<file path="src/rtl/dbg_telemetry_tx.sv">
// Debug telemetry transmitter: snapshots the mimosa debug fields on a trigger and
// sends an 18-byte 8N1 frame (sync, 16 data bytes, XOR checksum) on one wire.
module dbg_telemetry_tx #(
    parameter int unsigned CLKS_PER_BIT = 16,
    parameter logic [7:0]  SYNC_BYTE    = 8'hA5,
    parameter int unsigned AUTO_PERIOD  = 0
) (
    input  logic        clk,
    input  logic        rst,
    input  logic        trigger,
    input  logic [6:0]  dbg_cortisol,
    input  logic [6:0]  dbg_dopamine,
    input  logic [6:0]  dbg_gaba,
    input  logic [6:0]  dbg_norepinephrine,
    input  logic [6:0]  dbg_serotonin,
    input  logic [15:0] dbg_stimuli,
    input  logic [9:0]  dbg_neurotransmitter_level,
    input  logic [7:0]  dbg_emotional_state,
    input  logic [7:0]  dbg_action,
    input  logic [7:0]  dbg_nourishment,
    input  logic [7:0]  dbg_vital_energy,
    input  logic [1:0]  dbg_heartbeat,
    input  logic [8:0]  dbg_illness,
    output logic        tx,
    output logic        busy,
    output logic        frame_done
);

    typedef enum logic [1:0] {S_IDLE, S_START, S_DATA, S_STOP} state_t;

    localparam logic [15:0] BAUD_LAST = 16'(CLKS_PER_BIT - 1);
    localparam logic [31:0] AUTO_LAST = 32'(AUTO_PERIOD - 1);
    localparam logic [4:0]  BYTE_LAST = 5'd17;

    state_t            state_q, state_d;
    logic [15:0]       baud_q, baud_d;
    logic [2:0]        bit_idx_q, bit_idx_d;
    logic [4:0]        byte_idx_q, byte_idx_d;
    logic [31:0]       auto_cnt_q, auto_cnt_d;
    logic [15:0][7:0]  snap_q, snap_d;
    logic              tx_q, tx_d;
    logic              busy_q, busy_d;
    logic              frame_done_q, frame_done_d;

    logic [15:0][7:0]  capture;
    logic [7:0]        checksum;
    logic [7:0]        cur_byte;
    logic              baud_last;
    logic              auto_fire;

    // Entry i holds frame byte i+1, already zero-extended.
    always_comb begin
        capture[0]  = {1'b0, dbg_cortisol};
        capture[1]  = {1'b0, dbg_dopamine};
        capture[2]  = {1'b0, dbg_gaba};
        capture[3]  = {1'b0, dbg_norepinephrine};
        capture[4]  = {1'b0, dbg_serotonin};
        capture[5]  = dbg_stimuli[15:8];
        capture[6]  = dbg_stimuli[7:0];
        capture[7]  = {6'b0, dbg_neurotransmitter_level[9:8]};
        capture[8]  = dbg_neurotransmitter_level[7:0];
        capture[9]  = dbg_emotional_state;
        capture[10] = dbg_action;
        capture[11] = {6'b0, dbg_heartbeat};
        capture[12] = dbg_nourishment;
        capture[13] = dbg_vital_energy;
        capture[14] = {7'b0, dbg_illness[8]};
        capture[15] = dbg_illness[7:0];
    end

    // NOTE: blocking '=' is right here because this is combinational; the accumulator
    // must see its own update within the loop. Sequential state uses '<=' only.
    always_comb begin
        checksum = '0;
        for (int i = 0; i < 16; i++) begin
            checksum ^= snap_q[i];
        end
    end

    // Byte indices 1..16 map onto snapshot entries 0..15 through 4-bit wraparound.
    always_comb begin
        if (byte_idx_q == 5'd0) begin
            cur_byte = SYNC_BYTE;
        end else if (byte_idx_q == BYTE_LAST) begin
            cur_byte = checksum;
        end else begin
            cur_byte = snap_q[byte_idx_q[3:0] - 4'd1];
        end
    end

    assign baud_last = (baud_q == BAUD_LAST);
    assign auto_fire = (AUTO_PERIOD != 0) && (auto_cnt_q == AUTO_LAST);

    // NOTE: every _d signal gets a default before the case so that no path leaves
    // one unassigned, which would otherwise infer a latch.
    always_comb begin
        state_d      = state_q;
        baud_d       = baud_q;
        bit_idx_d    = bit_idx_q;
        byte_idx_d   = byte_idx_q;
        auto_cnt_d   = auto_cnt_q;
        snap_d       = snap_q;
        tx_d         = tx_q;
        busy_d       = busy_q;
        frame_done_d = 1'b0;

        if (state_q != S_IDLE) begin
            baud_d = baud_last ? 16'd0 : baud_q + 16'd1;
        end

        unique case (state_q)
            S_IDLE: begin
                if (trigger || auto_fire) begin
                    state_d    = S_START;
                    snap_d     = capture;
                    tx_d       = 1'b0;
                    busy_d     = 1'b1;
                    baud_d     = 16'd0;
                    bit_idx_d  = 3'd0;
                    byte_idx_d = 5'd0;
                    auto_cnt_d = 32'd0;
                end else if (AUTO_PERIOD != 0) begin
                    auto_cnt_d = auto_cnt_q + 32'd1;
                end
            end
            S_START: begin
                if (baud_last) begin
                    state_d   = S_DATA;
                    bit_idx_d = 3'd0;
                    tx_d      = cur_byte[0];
                end
            end
            S_DATA: begin
                if (baud_last) begin
                    if (bit_idx_q == 3'd7) begin
                        state_d = S_STOP;
                        tx_d    = 1'b1;
                    end else begin
                        bit_idx_d = bit_idx_q + 3'd1;
                        tx_d      = cur_byte[bit_idx_q + 3'd1];
                    end
                end
            end
            S_STOP: begin
                if (baud_last) begin
                    if (byte_idx_q < BYTE_LAST) begin
                        state_d    = S_START;
                        byte_idx_d = byte_idx_q + 5'd1;
                        tx_d       = 1'b0;
                    end else begin
                        state_d      = S_IDLE;
                        byte_idx_d   = 5'd0;
                        busy_d       = 1'b0;
                        frame_done_d = 1'b1;
                    end
                end
            end
            default: state_d = S_IDLE;
        endcase
    end

    // NOTE: the snapshot is an ordinary register bank, not a RAM, so it is reset along
    // with everything else; a cleared snapshot keeps the checksum defined after reset.
    always_ff @(posedge clk or posedge rst) begin
        if (rst) begin
            state_q      <= S_IDLE;
            baud_q       <= '0;
            bit_idx_q    <= '0;
            byte_idx_q   <= '0;
            auto_cnt_q   <= '0;
            snap_q       <= '0;
            tx_q         <= 1'b1;
            busy_q       <= 1'b0;
            frame_done_q <= 1'b0;
        end else begin
            state_q      <= state_d;
            baud_q       <= baud_d;
            bit_idx_q    <= bit_idx_d;
            byte_idx_q   <= byte_idx_d;
            auto_cnt_q   <= auto_cnt_d;
            snap_q       <= snap_d;
            tx_q         <= tx_d;
            busy_q       <= busy_d;
            frame_done_q <= frame_done_d;
        end
    end

    assign tx         = tx_q;
    assign busy       = busy_q;
    assign frame_done = frame_done_q;

endmodule
</file>
<file path="config.mk">
export PLATFORM = sky130hd
export DESIGN_NAME = dbg_telemetry_tx
export DESIGN_NICKNAME = d
export VERILOG_FILES = /design/src/rtl/dbg_telemetry_tx.sv
export SDC_FILE = /design/constraint.sdc
export NUM_CORES = 1
export LEC_CHECK = 0
export ABC_AREA = 1
export CORE_ASPECT_RATIO = 0.75
export CORE_MARGIN = 2
export CORE_UTILIZATION = 61
export DETAILED_ROUTE_END_ITERATION = 8
export GPL_TIMING_DRIVEN = 0
export PLACE_DENSITY = 0.87
export SLEW_MARGIN = 20
export SYNTH_ARGS = -nofsm -noshare
export SYNTH_HDL_FRONTEND = slang
export SYNTH_SLANG_ARGS = --single-unit
</file>
<file path="constraint.sdc">
create_clock -name clk -period 11.9 [get_ports clk]
set_input_delay 1.19 -clock clk [delete_from_list [all_inputs] [get_ports clk]]
set_output_delay 1.19 -clock clk [all_outputs]
set_load 0.01 [all_outputs]
</file>
==> summary.md, run 1 <==
| Metric | Value |
|---|---|
| Synth area leaders | `dfrtp_1 (39%), nand2_1 (22%), o21ai_0 (6.3%)` |
| Initial Util | `0.618` |
| Post-Place Worst Slack | `around 8.3 ns` |
| Clock skew | `between 0.007 and 0.008 ns` |
| Syn. warnings | `0` |
| Final period util | `0.274` |
| Worst setup EP type | `flip-flop` |
| Std cell rows | `37` |
| Asr flop ratio synth | `1.00` |
| First-pass GRT wire length | `about 42 mm` |
| PwrDens | `slightly below 300 nW/um^2` |
| Maxcap violations | `0` |
| Register share of total power | `0.285` |
| Post-DP HPWL | `18.0 mm` |
| Commonest non-fill, non-tap cells in the layout | `nand2_1 (482), dfrtp_1 (132), inv_1 (131)` |
| Startpoint types | `input pin` |
| Core area | `roughly 14000 um^2` |
| Worst slew margin | `0.399` |
| CTS Root Cell | `clkbuf_16` |
| Post-DRT Antenna Nets | `0` |
| Setup crit start | `trigger` |
| Crit-path max FO | `10` |
| Dominant cell type by area after synthesis | `dfrtp_1` |
| Routed len/inst | `16.9 um` |
| Outcome | `finished clean` |
| Die Y | `approximately 110 um` |
| Setup violators final | `0` |
| Post-synth top area share | `0.393` |
| Clock latency on the worst-skew pair | `0.43 ns` |
| TNS Setup | `0 ns` |
| Register area share after synthesis | `0.396` |
| DR vias/cell | `~5.7` |
| Crit path DAT | `around 3.6 ns` |
| ANT cells | `0` |
| Clock power share | `0.170` |
| R2r startpoint | `byte_idx_q[0]` |
| Final #Nets | `roughly 1500` |
| Synthesized net count | `~1300` |
| Hold WS | `approximately 0.48 ns` |
| Number of global-route vias before repair | `between 8000 and 9000` |
| I/O Buffers | `109` |
| Area delta synth->final | `22.7%` |
| Psw | `~0.0015 W` |
| Clock sink count | `133` |
| Max Root-Sink Buffers | `2` |
| Initial DRC Count | `956` |
| CTS buffer count | `17` |
| Largest net degree at the start of global routing | `74` |
| Initial antenna violation count | `1` |
| Top FF cell, synth | `dfrtp_1` |
| Period minus WS final | `3.26 ns` |
| Comb power frac | `0.545` |
| VDD IR max | `181 uV` |
| RD Place Congestion | `about 0.94` |
| Drt pass-1 iters | `8` |
| Most common cell after layout, fill and taps aside | `nand2_1` |
| Post-CTS sizing | `0` |
| CTS tree | `built` |
| Post-synth EDFFs | `0` |
| H-tree Lvls | `4` |
| Hold Fails Final Rpt | `0` |
| Switching share of power | `0.491` |
| Hold Path Class | `reg2reg` |
| Leakage | `~5.1 nW` |
| Routed via count | `~8800` |
| Total gr overflow | `0` |
| Least-Margin Pin Slew | `between 0.9 and 1 ns` |
| Die width | `140 um` |
| CTS hold repair buffers | `0` |
| Number of max-slew violations in the final report | `0` |
| Total wire length | `25.9 mm` |
| Avg Inst Size Synth | `about 6.9 um^2` |
| Gate Count Post-Synth | `1211` |
| Hold_sp | `tx` |
| RSZ-0062 raised after global routing | `false` |
| Post-CTS Setup Bufs | `0` |
| Pint | `roughly 0.0015 W` |
| Share of cells above drive strength 1 | `0.0621` |
| R2R cell count | `24` |
| Drt drc | `0` |
| Cell variety after synth | `45` |
| Die footprint | `14700 um^2` |
| Clock-pin slew of the registers on the worst-case setup and hold paths | `~0.06 ns` |
| WS Path Type | `in2reg` |
| Synthesized cell area | `between 8000 and 9000 um^2` |
| Hold Path Depth | `2` |
| Fmax | `slightly above 0.3 GHz` |
| All-Layer GR Usage | `0.362` |
| Ports | `110` |
| Final setup margin | `between 8 and 9 ns` |
| Register bit total from synthesis | `between 100 and 150` |
| Req. time, crit path | `roughly 12 ns` |
[critical path, stage by stage]
cell and delay, ns:
clkdlybuf4s50_1 0.49, nand2_1 0.20, inv_1 0.24, clkbuf_1 0.47
clkbuf_1 0.74, nand2_1 0.14, o21ai_0 0.12
[routing by layer]
metal,global-route usage,vias up,wire [um]
li1,-,4079,-
met1,0.486,4049,10500
met2,0.562,534,11300
met3,0.0777,117,2870
met4,0.179,2,1240
met5,0,-,17
[cells by family (layout without fill, tap and decap cells)]
group / after synthesis / after routing / synth area share
DFF: 133 / 133 / 0.396
and+or+nand+nor: 668 / 668 / 0.331
adders and majority gates: 11 / 11 / 0.0164
xor gates and xnor gates: 57 / 57 / 0.0638
AOI/OAI and AO/OA: 159 / 159 / 0.103
buffers and inverters: 183 / 325 / 0.0894
[registers in the layout, summed over array words and instances, names as in the netlist]
name / cells
baud_q: 16
bit_idx_q: 3
busy: 1
byte_idx_q: 5
frame_done: 1
snap_q: 104
state_q: 2
tx: 1
[per-stage QoR]
step	area, um^2	utilization	power (W)	instances
6_report	10300	0.758	0.00298	1528
4_1_cts	10300	0.758	0.00293	1528
2_1_floorplan	8410	-	0.00197	1211
3_3_place_gp	9720	0.714	0.00232	1495
3_5_place_dp	9750	0.716	0.00240	1496
5_1_grt	10300	0.758	0.00321	1528
[area by class of cell]
class / count / area [um^2]
multi-input cells: 895 / 4330
flip-flops and latches: 133 / 3330
clock buffers: 18 / 429
clock inverters: 14 / 130
well taps: 175 / 219
inverters: 140 / 536
repair buffers: 110 / 1120
fillers: 1028 / 3300
plain buffers: 43 / 224
[power groups by stage]
stage	Sequential [W]	Combinational (W)	Clock, W
3_3_place_gp	0.000832	0.00149	0
5_1_grt	0.000870	0.00182	0.000524
3_5_place_dp	0.000839	0.00156	0
6_report	0.000850	0.00162	0.000508
4_1_cts	0.000840	0.00159	0.000506
2_1_floorplan	0.000787	0.00118	0
[final timing paths]
check                                   to  slack, ns
worst max-delay path            snap_q[76]       8.64
worst min-delay path                    tx       0.48
worst max register to register          tx       8.71
worst min register to register          tx       0.48
max in group asynchronous        snap_q[8]       9.99
min in group asynchronous       snap_q[29]       1.17
[cell usage after synthesis (3+ instances only)]
cell type and number:
clkbuf_1 22, a21oi_1 21, xnor2_1 27, o21ai_1 8, o22ai_1 7, xor2_1 28, a31oi_1 3, nand3_1 94
buf_4 3, o211ai_1 8, o21ai_0 105, nor3_1 5, nor3_2 4, buf_6 5, ha_1 11, nand2_1 482
inv_2 7, nor2_1 52, nand3_2 3, buf_2 11, dfrtp_1 132, inv_1 132, nand4_1 7, nand3b_1 5
Power figures use the tool's default switching activity.
==> run 2: changes to the inputs <==
--- a/config.mk
+++ b/config.mk
@@ -8,10 +8,10 @@
 export ABC_AREA = 1
 export CORE_ASPECT_RATIO = 0.75
 export CORE_MARGIN = 2
-export CORE_UTILIZATION = 61
+export CORE_UTILIZATION = 56
 export DETAILED_ROUTE_END_ITERATION = 8
 export GPL_TIMING_DRIVEN = 0
-export PLACE_DENSITY = 0.87
+export PLACE_DENSITY = 0.81
 export SLEW_MARGIN = 20
 export SYNTH_ARGS = -nofsm -noshare
 export SYNTH_HDL_FRONTEND = slang
==> constraint.sdc (replaced) <==
create_clock -name clk -period 3.1 [get_ports clk]
set_input_delay 0.31 -clock clk [delete_from_list [all_inputs] [get_ports clk]]
set_output_delay 0.31 -clock clk [all_outputs]
set_load 0.01 [all_outputs]
==> summary.md, run 2 (synthesis results as in run 1) <==
| Metric | Value |
|---|---|
| Crit-path max FO | `11 (+1)` |
| Worst slew margin | `0.430 (+0.0304)` |
| ANT cells | `0 (unchanged)` |
| Ports | `110 (unchanged)` |
| Least-Margin Pin Slew | `0.855 ns (-0.0456 ns)` |
| Outcome | `finished clean` |
| Setup violators final | `0 (unchanged)` |
| CP cell instances | `buf_6 -> inv_2 -> buf_4 -> ha_1 -> buf_4 -> inv_4 -> nand2_2 -> o21ai_1 -> nand2_1 -> nand2_1 -> nor2_1 -> nor2_1 -> nor2_1 -> nand2_1 -> nand3_1 -> nand2_1 -> inv_1 -> nand2_1 -> nand2_1 -> nand2_1 -> nand2_1 -> nand2_1 -> nand2_1 -> nand2_1` |
| Share of cells above drive strength 1 | `0.0634 (+0.00134)` |
| Number of global-route vias before repair | `8275 (-1.7%)` |
| Clock skew | `0.0145 ns (+0.00690 ns)` |
| Hold Fails Final Rpt | `0 (unchanged)` |
| Max Root-Sink Buffers | `2 (unchanged)` |
| CTS Root Cell | `clkbuf_16` |
| Worst setup EP type | `flip-flop` |
| Biggest register | `snap_q` |
| Fmax | `approximately 0.34 GHz` |
| Die width | `145 um (+4.2%)` |
| Die footprint | `16000 um^2 (+8.6%)` |
| Layout Utilization | `0.718 (-0.0393)` |
| Hold Path Class | `in2async` |
| Leakage | `5.18 nW (+1.2%)` |
| Period minus WS final | `2.91 ns` |
| Largest net degree at the start of global routing | `34 (-54%)` |
| WS Path Type | `reg2reg` |
| R2R cell count | `24 (unchanged)` |
| CP max stage delay | `0.42 ns (-0.32 ns)` |
| Core area | `14500 um^2 (+6.9%)` |
| Die Y | `110 um (+4.2%)` |
| RD Place Congestion | `0.948 (+0.96%)` |
| Largest register FFs | `104 (unchanged)` |
| Req. time, crit path | `3.46 ns (-8.78 ns)` |
| Post-route cell area | `10500 um^2 (+1.3%)` |
| RR Endpoint | `tx` |
| Initial antenna violation count | `0 (-1)` |
| VDD IR max | `545 uV (+200%)` |
| Met2 global-route usage | `0.533 (-0.0288)` |
| Commonest non-fill, non-tap cells in the layout | `nand2_1 (481), dfrtp_1 (132), inv_1 (131)` |
| I/O Buffers | `109 (unchanged)` |
| M3 GR Usage | `0.0922 (+0.0145)` |
| Routed len/inst | `16.4 um (-3.4%)` |
| CTS hold repair buffers | `0 (unchanged)` |
| CTS buffer count | `17 (unchanged)` |
| H-tree Lvls | `4 (unchanged)` |
| CTS tree | `built` |
| Routed via count | `8443 (-3.8%)` |
| Area delta synth->final | `24.3%` |
| Clock sink count | `133 (unchanged)` |
| Critical path buffers and inverters | `6 (+2)` |
| Drt drc | `0 (unchanged)` |
| Top Registers | `snap_q (104), baud_q (16), byte_idx_q (5)` |
| Total gr overflow | `0 (unchanged)` |
| Most used cell, CP | `nand2_1` |
| DR vias/cell | `5.43 (-5.6%)` |
| GR Layer Usage met1 | `0.446 (-0.0401)` |
| PwrDens | `1100 nW/um^2 (+280%)` |
| CP top delay family | `simple AND/OR/NAND/NOR gates` |
| Std cell rows | `38 (+2.7%)` |
| All-Layer GR Usage | `0.337 (-0.0254)` |
| Final period util | `0.939` |
| Most common cell after layout, fill and taps aside | `nand2_1` |
| Drt pass-1 iters | `8 (unchanged)` |
| Total wire length | `25.4 mm (-1.7%)` |
| Number of max-slew violations in the final report | `0 (unchanged)` |
| Power consumption | `0.0115 W (+290%)` |
| Crit path DAT | `3.27 ns (-0.32 ns)` |
| R2r setup slk | `0.19 ns (-8.52 ns)` |
| Slowest CP cell | `dfrtp_1` |
| Initial DRC Count | `721 (-25%)` |
| Final #Nets | `1461 (+0.21%)` |
| R2r startpoint | `byte_idx_q[0]` |
| Placed cell area | `9830 um^2 (+0.82%)` |
| Maxcap violations | `0 (unchanged)` |
| Initial Util | `0.578 (-0.0398)` |
| Global route hottest layer | `met2` |
| Final setup margin | `0.190 ns (-8.45 ns)` |
| Post-DRT Antenna Nets | `0 (unchanged)` |
| Post-Place Worst Slack | `0.101 ns (-8.23 ns)` |
| Clock latency on the worst-skew pair | `0.43 ns (about the same)` |
| Clock-pin slew of the registers on the worst-case setup and hold paths | `0.06 ns (about the same)` |
| First-pass GRT wire length | `41.6 mm (unchanged)` |
| Startpoint types | `flip-flop` |
| Post-DP HPWL | `18.1 mm (+0.34%)` |
| TNS Setup | `0 ns (unchanged)` |
==> run 2: worst max-delay path by stage <==
| stage | start | end | slack (ns) | cells after the start |
|---|---|---|---|---|
| finish | byte_idx_q[0] | tx | 0.19 | 24 |
| global placement | rst | baud_q[7] | -0.12 | 2 |
| global route | byte_idx_q[0] | tx | -0.009 | 24 |
| CTS | byte_idx_q[0] | tx | 0.05 | 24 |
| detailed placement | byte_idx_q[0] | tx | 0.10 | 24 |
| floorplan | byte_idx_q[0] | tx | 0.75 | 23 |
==> run 2: cell type report <==
| type | instances | area [um^2] |
|---|---|---|
| Multi-Input combinational cell | 895 | 4330 |
| Timing Repair Buffer | 113 | 1170 |
| Tap cell | 200 | 250 |
| Inverter | 140 | 532 |
| Fill cell | 1241 | 4100 |
| Buffer | 43 | 226 |
| Clock inverter | 8 | 121 |
| Sequential cell | 133 | 3330 |
| Clock buffer | 24 | 492 |
==> run 2: metal layers <==
| layer | part of all wire | vias up |
|---|---|---|
| met5 | 0 | - |
| met4 | 0.032 | 0 |
| met3 | 0.10 | 58 |
| met2 | 0.43 | 406 |
| met1 | 0.43 | 3897 |
| li1 | - | 4082 |
==> run 2: worst reg2reg max path, stage by stage, from the launching register on <==
cell and delay, ns:
dfrtp_1 0.42, buf_6 0.15, inv_2 0.11, buf_4 0.23, ha_1 0.26, buf_4 0.17
inv_4 0.12, nand2_2 0.18, o21ai_1 0.19, nand2_1 0.07, nand2_1 0.05, nor2_1 0.04
nor2_1 0.11, nor2_1 0.05, nand2_1 0.12, nand3_1 0.09, nand2_1 0.06, inv_1 0.03
nand2_1 0.06, nand2_1 0.06, nand2_1 0.05, nand2_1 0.05, nand2_1 0.07, nand2_1 0.05
nand2_1 0.05
==> run 2: timing repair <==
action                                  4_1_cts  5_1_grt
buffers inserted                              0        0
endpoints found under the setup margin        0        1
gates resized for setup                       0        3
==> run 2: per-stage QoR <==
step	cells	hold slack, ns
6_report	1556	0.243
3_3_place_gp	1520	0.473
2_1_floorplan	1211	0.420
4_1_cts	1556	0.254
3_5_place_dp	1524	0.480
5_1_grt	1556	0.294
==> run 2: where the power goes <==
part | switching [W] | internal (W)
clock | 0.000782 | 0.00135
sequential | 0.000770 | 0.00246
combinational | 0.00389 | 0.00226
total | 0.00544 | 0.00607
==> RTL edit 1, RTL diff (config.mk and constraints of run 2) <==
Register the output `busy` once more, cleared by the reset; this adds one clock of latency there. The other outputs are not delayed to match.
--- a/src/rtl/dbg_telemetry_tx.sv
+++ b/src/rtl/dbg_telemetry_tx.sv
@@ -186,7 +186,13 @@
     end
 
     assign tx         = tx_q;
-    assign busy       = busy_q;
+    always_ff @(posedge clk or posedge rst) begin
+        if (rst) begin
+            busy <= '0;
+        end else begin
+            busy <= busy_q;
+        end
+    end
     assign frame_done = frame_done_q;
 
 endmodule
Behaviour: not the same (a bounded check fails within 4 cycles, from zero or initial values and one cycle with rst high).
==> RTL edit 1 against run 2 <==
Sequential cell count grew 1. Cell area shrank 2.2%. First-iteration DRC count grew 28%. Critical path depth shrank 2. Worst setup slack lost 0.011 ns. Worst hold slack gained 0.053 ns. Clock skew shrank 0.0068 ns. Wire length shrank 2.5%. Synthesized area shrank 2.3%. Total power grew 0.85%. Sequential power grew 2%. Critical endpoint unchanged.
==> RTL edit 1: results (changes against run 2) <==
Clocking
  • CTS clk-pin slew, worst paths: 0.06 ns (about the same)
  • Worst-Skew Late Latency: 0.43 ns (about the same)
  • CTS Buf Count: 17 (unchanged)
  • Number of H-tree levels: 4 (unchanged)
  • Clock Tree Buf Depth: 2 (unchanged)
  • Post-CTS Setup Inserts: 0 (unchanged)
  • Root buffer cell: clkbuf_16

Critical path
  • Crit-path max FO: 11 (unchanged)
  • Crit-path slowest cell: dfrtp_1
  • Top delay family on crit path: simple AND/OR/NAND/NOR gates
  • CP max stage delay: just over 0.4 ns

Synthesis
  • Commonest cells post-synth: 234 x nand2_1, 133 x dfrtp_1, 115 x inv_1
  • Synth warn: 0 (unchanged)
  • Syn nets: 1164 (-12%)
  • Post-synth ARST share: 100% (unchanged)
  • Cell variety after synth: 41 (-8.9%)
  • Post-synthesis sequential area ratio: 40.8% (+1.2 points)
  • Top cells by area, synth: dfrtp_1 41%, nand2_1 11%, mux2_2 6.4%, nand3_1 5.5%, inv_1 5.3%

Layout
  • Layout cells sized above 1: 11.1% (+4.7 points)
  • Antenna diodes: 0 (unchanged)
  • Area occupied by multi-input gates: 4190 µm² (-3.1%)
  • Max reg flops: 104 (unchanged)
  • Final nets: 1296 (-11%)
  • Fillers: 1152 (-7.2%)
  • Largest registers: snap_q (104), baud_q (16), byte_idx_q (5)

Route
  • 1st-iter DRT viols: 921 (+28%)
  • Detailed-route wire length: 24.8 mm (-2.5%)
  • DR pass1 iterations: 7 (-1)
  • DR DRC count: 0 (unchanged)
  • Via count: 7969 (-5.6%)

Global routing
  • Pin count of the biggest net entering global routing: 34 (unchanged)
  • First-pass GRT wire length: 38.9 mm (-6.5%)
  • Initial antenna violation count: 0 (unchanged)
  • Vias in the first global route: 7767 (-6.1%)
  • All-Layer GR Usage: 33.1% (-0.63 points)

Place
  • Dpl cell area: 9650 µm² (-1.9%)
  • PortBufs: 109 (unchanged)
  • Pre-CTS setup slack: 0.0979 ns (-0.00274 ns)
  • Final Wtd Congestion: 0.988 (+4.3%)
  • Post-DP HPWL: 17.6 mm (-2.7%)

Power and ir drop
  • Worst vdd ir: 0.000546 V (+0.17%)
  • Leakage: 4.86 nW (-6.3%)
  • P_int: 6.17 mW (+1.6%)

Timing
  • Clk_skew: 0.00777 ns (-0.00675 ns)
  • Count of final max-slew check failures: 0 (unchanged)
  • Slew at the pin closest to its max-slew limit: 0.980 ns (+0.124 ns)

Min path
  • HP Class: in2async

Status
  • Outcome: complete, no violations
==> RTL edit 1: cell types whose count changed after synthesis, sizes merged, moves of 2 or more <==
cell / change
a21oi: +68
xnor2: +7
o21ai: -59
clkbuf: -6
o211ai: +2
nor2: +42
nand2b: -2
nand2: -249
inv: -19
nor3: -2
xor2: +8
nand3: -3
mux2: +47
==> RTL edit 1: path summary, 6_finish.rpt <==
kind / endpoint / slack (ns) / cells after the start / startpoint
hold reg to reg: busy / 0.43 / 0 / busy_q
hold / removal: snap_q[51] / 0.30 / 2 / rst
min in group clk: busy / 0.43 / 0 / busy_q
setup / recovery: tx / 0.18 / 22 / byte_idx_q[0]
max in group asynchronous: snap_q[96] / 2.06 / 4 / rst
setup reg to reg: tx / 0.18 / 22 / byte_idx_q[0]
==> RTL edit 1: power by group through the flow <==
stage | sequential, mW | combinational, mW | clock (mW)
4_1_cts | 3.28 | 6.22 | 1.93
3_3_place_gp | 3.26 | 5.89 | 0
5_1_grt | 3.40 | 7.06 | 2.01
3_5_place_dp | 3.29 | 6.13 | 0
6_report | 3.31 | 6.37 | 1.93
2_1_floorplan | 3.09 | 4.68 | 0
==> RTL edit 1: metrics by stage <==
step,setup TNS (ns),instances
2_1_floorplan,0,1046
3_3_place_gp,-15.18,1355
3_5_place_dp,0,1359
4_1_cts,0,1391
5_1_grt,0,1391
6_report,0,1391
==> RTL edit 1: cells by family (layout without fill, tap and decap cells) <==
| family | Yosys count | in the layout | synth area share (%) |
|---|---|---|---|
| xor gates and xnor gates | 72 | 72 | 7.68 |
| AOI/OAI and AO/OA | 170 | 170 | 11.4 |
| DFF | 134 | 134 | 40.8 |
| buffers and inverters | 158 | 303 | 8.15 |
| adders and majority gates | 11 | 11 | 1.68 |
| muxes | 47 | 47 | 6.44 |
| and+or+nand+nor | 454 | 454 | 23.8 |
==> RTL edit 1: what timing repair did <==
item	in CTS	in global routing
gates resized for setup	0	7
hold endpoints to repair	0	0
endpoints found under the setup margin	0	1
hold buffers	0	0
==> RTL edit 1: layer usage <==
metal  wire, µm  share of wire, %  GRT usage (%)  vias to the layer above
met1      10400                42           44.5                     3760
met3       2460               9.9           7.91                       75
li1           -                 -              -                     3666
met2      11200                45           52.3                      468
met5          0                 0              0                        -
met4        785               3.2           12.6                        0
==> RTL edit 1: layout make-up <==
| class | count | area share (%) |
|---|---|---|
| clock buffers | 19 | 4.43 |
| well taps | 200 | 2.45 |
| flip-flops and latches | 134 | 32.8 |
| plain buffers | 37 | 2.18 |
| repair buffers | 113 | 11.5 |
| inverters | 121 | 4.53 |
| clock inverters | 13 | 1.05 |
| multi-input cells | 754 | 41.0 |
==> RTL edit 2, RTL diff (config.mk and constraints of run 2) <==
Without the edit above. Change the parameter `AUTO_PERIOD` from 0 to 1.
--- a/src/rtl/dbg_telemetry_tx.sv
+++ b/src/rtl/dbg_telemetry_tx.sv
@@ -3,7 +3,7 @@
 module dbg_telemetry_tx #(
     parameter int unsigned CLKS_PER_BIT = 16,
     parameter logic [7:0]  SYNC_BYTE    = 8'hA5,
-    parameter int unsigned AUTO_PERIOD  = 0
+    parameter int unsigned AUTO_PERIOD  = 1
 ) (
     input  logic        clk,
     input  logic        rst,
Behaviour: not the same (Yosys sat finds a counterexample within 4 cycles, from zero or initial values and one cycle with rst high).
==> RTL edit 2 against run 2 <==
Wire length rose by 16%. Sequential cell count rose by 32. Largest cell class unchanged. Core utilization fell by 2.4 points. Worst setup slack got worse by 0.0037 ns. Via count rose by 17%. Cell area rose by 17%. Critical path depth fell by 4. Synthesized area rose by 20%. Fmax fell by 0.13%. Global-route usage fell by 2.3 points. Critical endpoint unchanged.
Power is not compared: it rests on default switching activity, and its combinational part moved more than twofold at a synthesized area within 25%.
==> RTL edit 2: results (changes against run 2) <==
Route
  • Detailed-route wire length: 29.5 mm (+16%)
  • Top sig layer: met4
  • WL met2: 12.6 mm (+14%)
  • DR pass1 iterations: 6 (-2)
  • Per-cell routed wire length: 16.6 µm (+1.2%)
  • DRT met1 WL: 13.5 mm (+23%)
  • Vias per cell: 5.52 (+1.7%)
  • Wire length on met3: 2.78 mm (+6.3%)
  • 1st-iter DRT viols: 1061 (+47%)

Place
  • Final Wtd Congestion: 0.954 (+0.66%)
  • Post-DP HPWL: 22.2 mm (+23%)
  • PortBufs: 109 (unchanged)
  • Placed cells: 1754 (+15%)
  • Dpl cell area: 11600 µm² (+18%)

Critical path
  • Crit Reg-Reg Startpoint: byte_idx_q[0]
  • R2r worst-path depth: 20 (-17%)
  • CP max stage delay: approximately 0.41 ns
  • Crit-path max FO: 11 (unchanged)
  • Arrival time worst endpoint: 3.28 ns (about the same)
  • Crit Path Category: reg2reg
  • Top delay family on crit path: buffers and inverters
  • Flop-to-flop setup slack: 0.19 ns
  • Worst setup path endpoint: tx
  • Crit-path slowest cell: dfrtp_1

Synthesis
  • Mapped Cells: 1398 (+15%)
  • Syn nets: 1518 (+14%)
  • Post-synth ARST share: 100% (unchanged)
  • Post-synthesis sequential area ratio: 40.9% (+1.3 points)
  • Commonest cells post-synth: 469 x nand2_1, 164 x dfrtp_1, 157 x inv_1
  • Cell variety after synth: 51 (+13%)
  • Top cells by area, synth: dfrtp_1 41%, nand2_1 17%, inv_1 5.8%, nand3_1 5.2%, o21ai_0 4.4%

Layout
  • Largest registers: snap_q (104), auto_cnt_q (32), baud_q (16)
  • Final nets: 1652 (+13%)
  • Layout cells sized above 1: 7.97% (+1.6 points)
  • Antenna diodes: 0 (unchanged)

Clocking
  • CTS Buf Count: 17 (unchanged)
  • CTS clk-pin slew, worst paths: 0.06 ns (about the same)
  • Clock Tree Buf Depth: 2 (unchanged)
  • Number of H-tree levels: 4 (unchanged)
  • Worst-Skew Late Latency: roughly 0.44 ns

Timing
  • Clk_skew: 0.00931 ns (-0.00520 ns)
  • Slew at the pin closest to its max-slew limit: 0.764 ns (-0.0914 ns)

Global routing
  • Vias in the first global route: 9226 (+11%)
  • Pin count of the biggest net entering global routing: 33 (-2.9%)
  • Initial antenna violation count: 0 (unchanged)
  • All-Layer GR Usage: 31.4% (-2.3 points)
  • Grt met1 use: 46.0% (+1.4 points)
  • First-pass GRT wire length: 47.0 mm (+13%)
  • Grt met3 use: 5.56% (-3.7 points)
  • Met2 Use GR: 47.1% (-6.2 points)

Min path
  • HP Class: in2async

Power and ir drop
  • Leakage: between 5 and 6 nW
  • Worst vdd ir: about 0.00031 V

Status
  • Outcome: complete, no violations
[RTL edit 2: cell types whose count changed after synthesis, moves of 12 or more]
cell	run 2	this run
a21oi_1	21	53
buf_2	11	25
dfrtp_1	132	164
inv_1	132	157
nand2_1	482	469
nand4_1	7	19
nor2_1	52	69
o21ai_0	105	88
o21ai_1	8	35
[RTL edit 2: cells by family (layout without fill, tap and decap cells)]
| group | Yosys count | after routing | share of synthesized area, % |
|---|---|---|---|
| AND/OR/NAND/NOR | 728 | 728 | 31.5 |
| buffers and inverters | 214 | 359 | 8.69 |
| AO/OA/AOI/OAI | 205 | 205 | 11.0 |
| flip-flops | 165 | 165 | 40.9 |
| XOR/XNOR | 73 | 73 | 6.33 |
| adder cells (fa/ha/maj) | 13 | 13 | 1.61 |
[RTL edit 2: through the flow]
step,hold slack (ns),TNS [ns],setup WS (ns)
finish,0.337,0,0.186
global placement,0.468,-117.33,-0.734
floorplan,0.427,0,0.625
global route,0.405,0,0.0126
detailed placement,0.476,-0.166,-0.166
CTS,0.350,0,0.00951
[RTL edit 2: timing repair]
action                                  CTS  global route
hold buffers                              0             0
endpoints found under the setup margin    1             1
setup buffers                             0             1
pin swaps                                 0             1
resized for setup                         2            12
[RTL edit 2: final cells by class]
| class | count | area [µm²] |
|---|---|---|
| fillers | 1497 | 5400 |
| multi-input cells | 1019 | 5110 |
| flip-flops and latches | 165 | 4130 |
| repair buffers | 115 | 1220 |
| inverters | 170 | 647 |
| clock buffers | 19 | 443 |
| well taps | 242 | 303 |
| plain buffers | 44 | 250 |
| clock inverters | 11 | 153 |
[RTL edit 2: power breakdown]
group	total (mW)	internal, mW	switching [mW]	leakage, nW
Combinational	0.554	0.279	0.275	3.61
Clock	2.18	1.28	0.894	0.270
Sequential	2.30	2.22	0.0823	1.98
Total	5.04	3.78	1.25	5.87
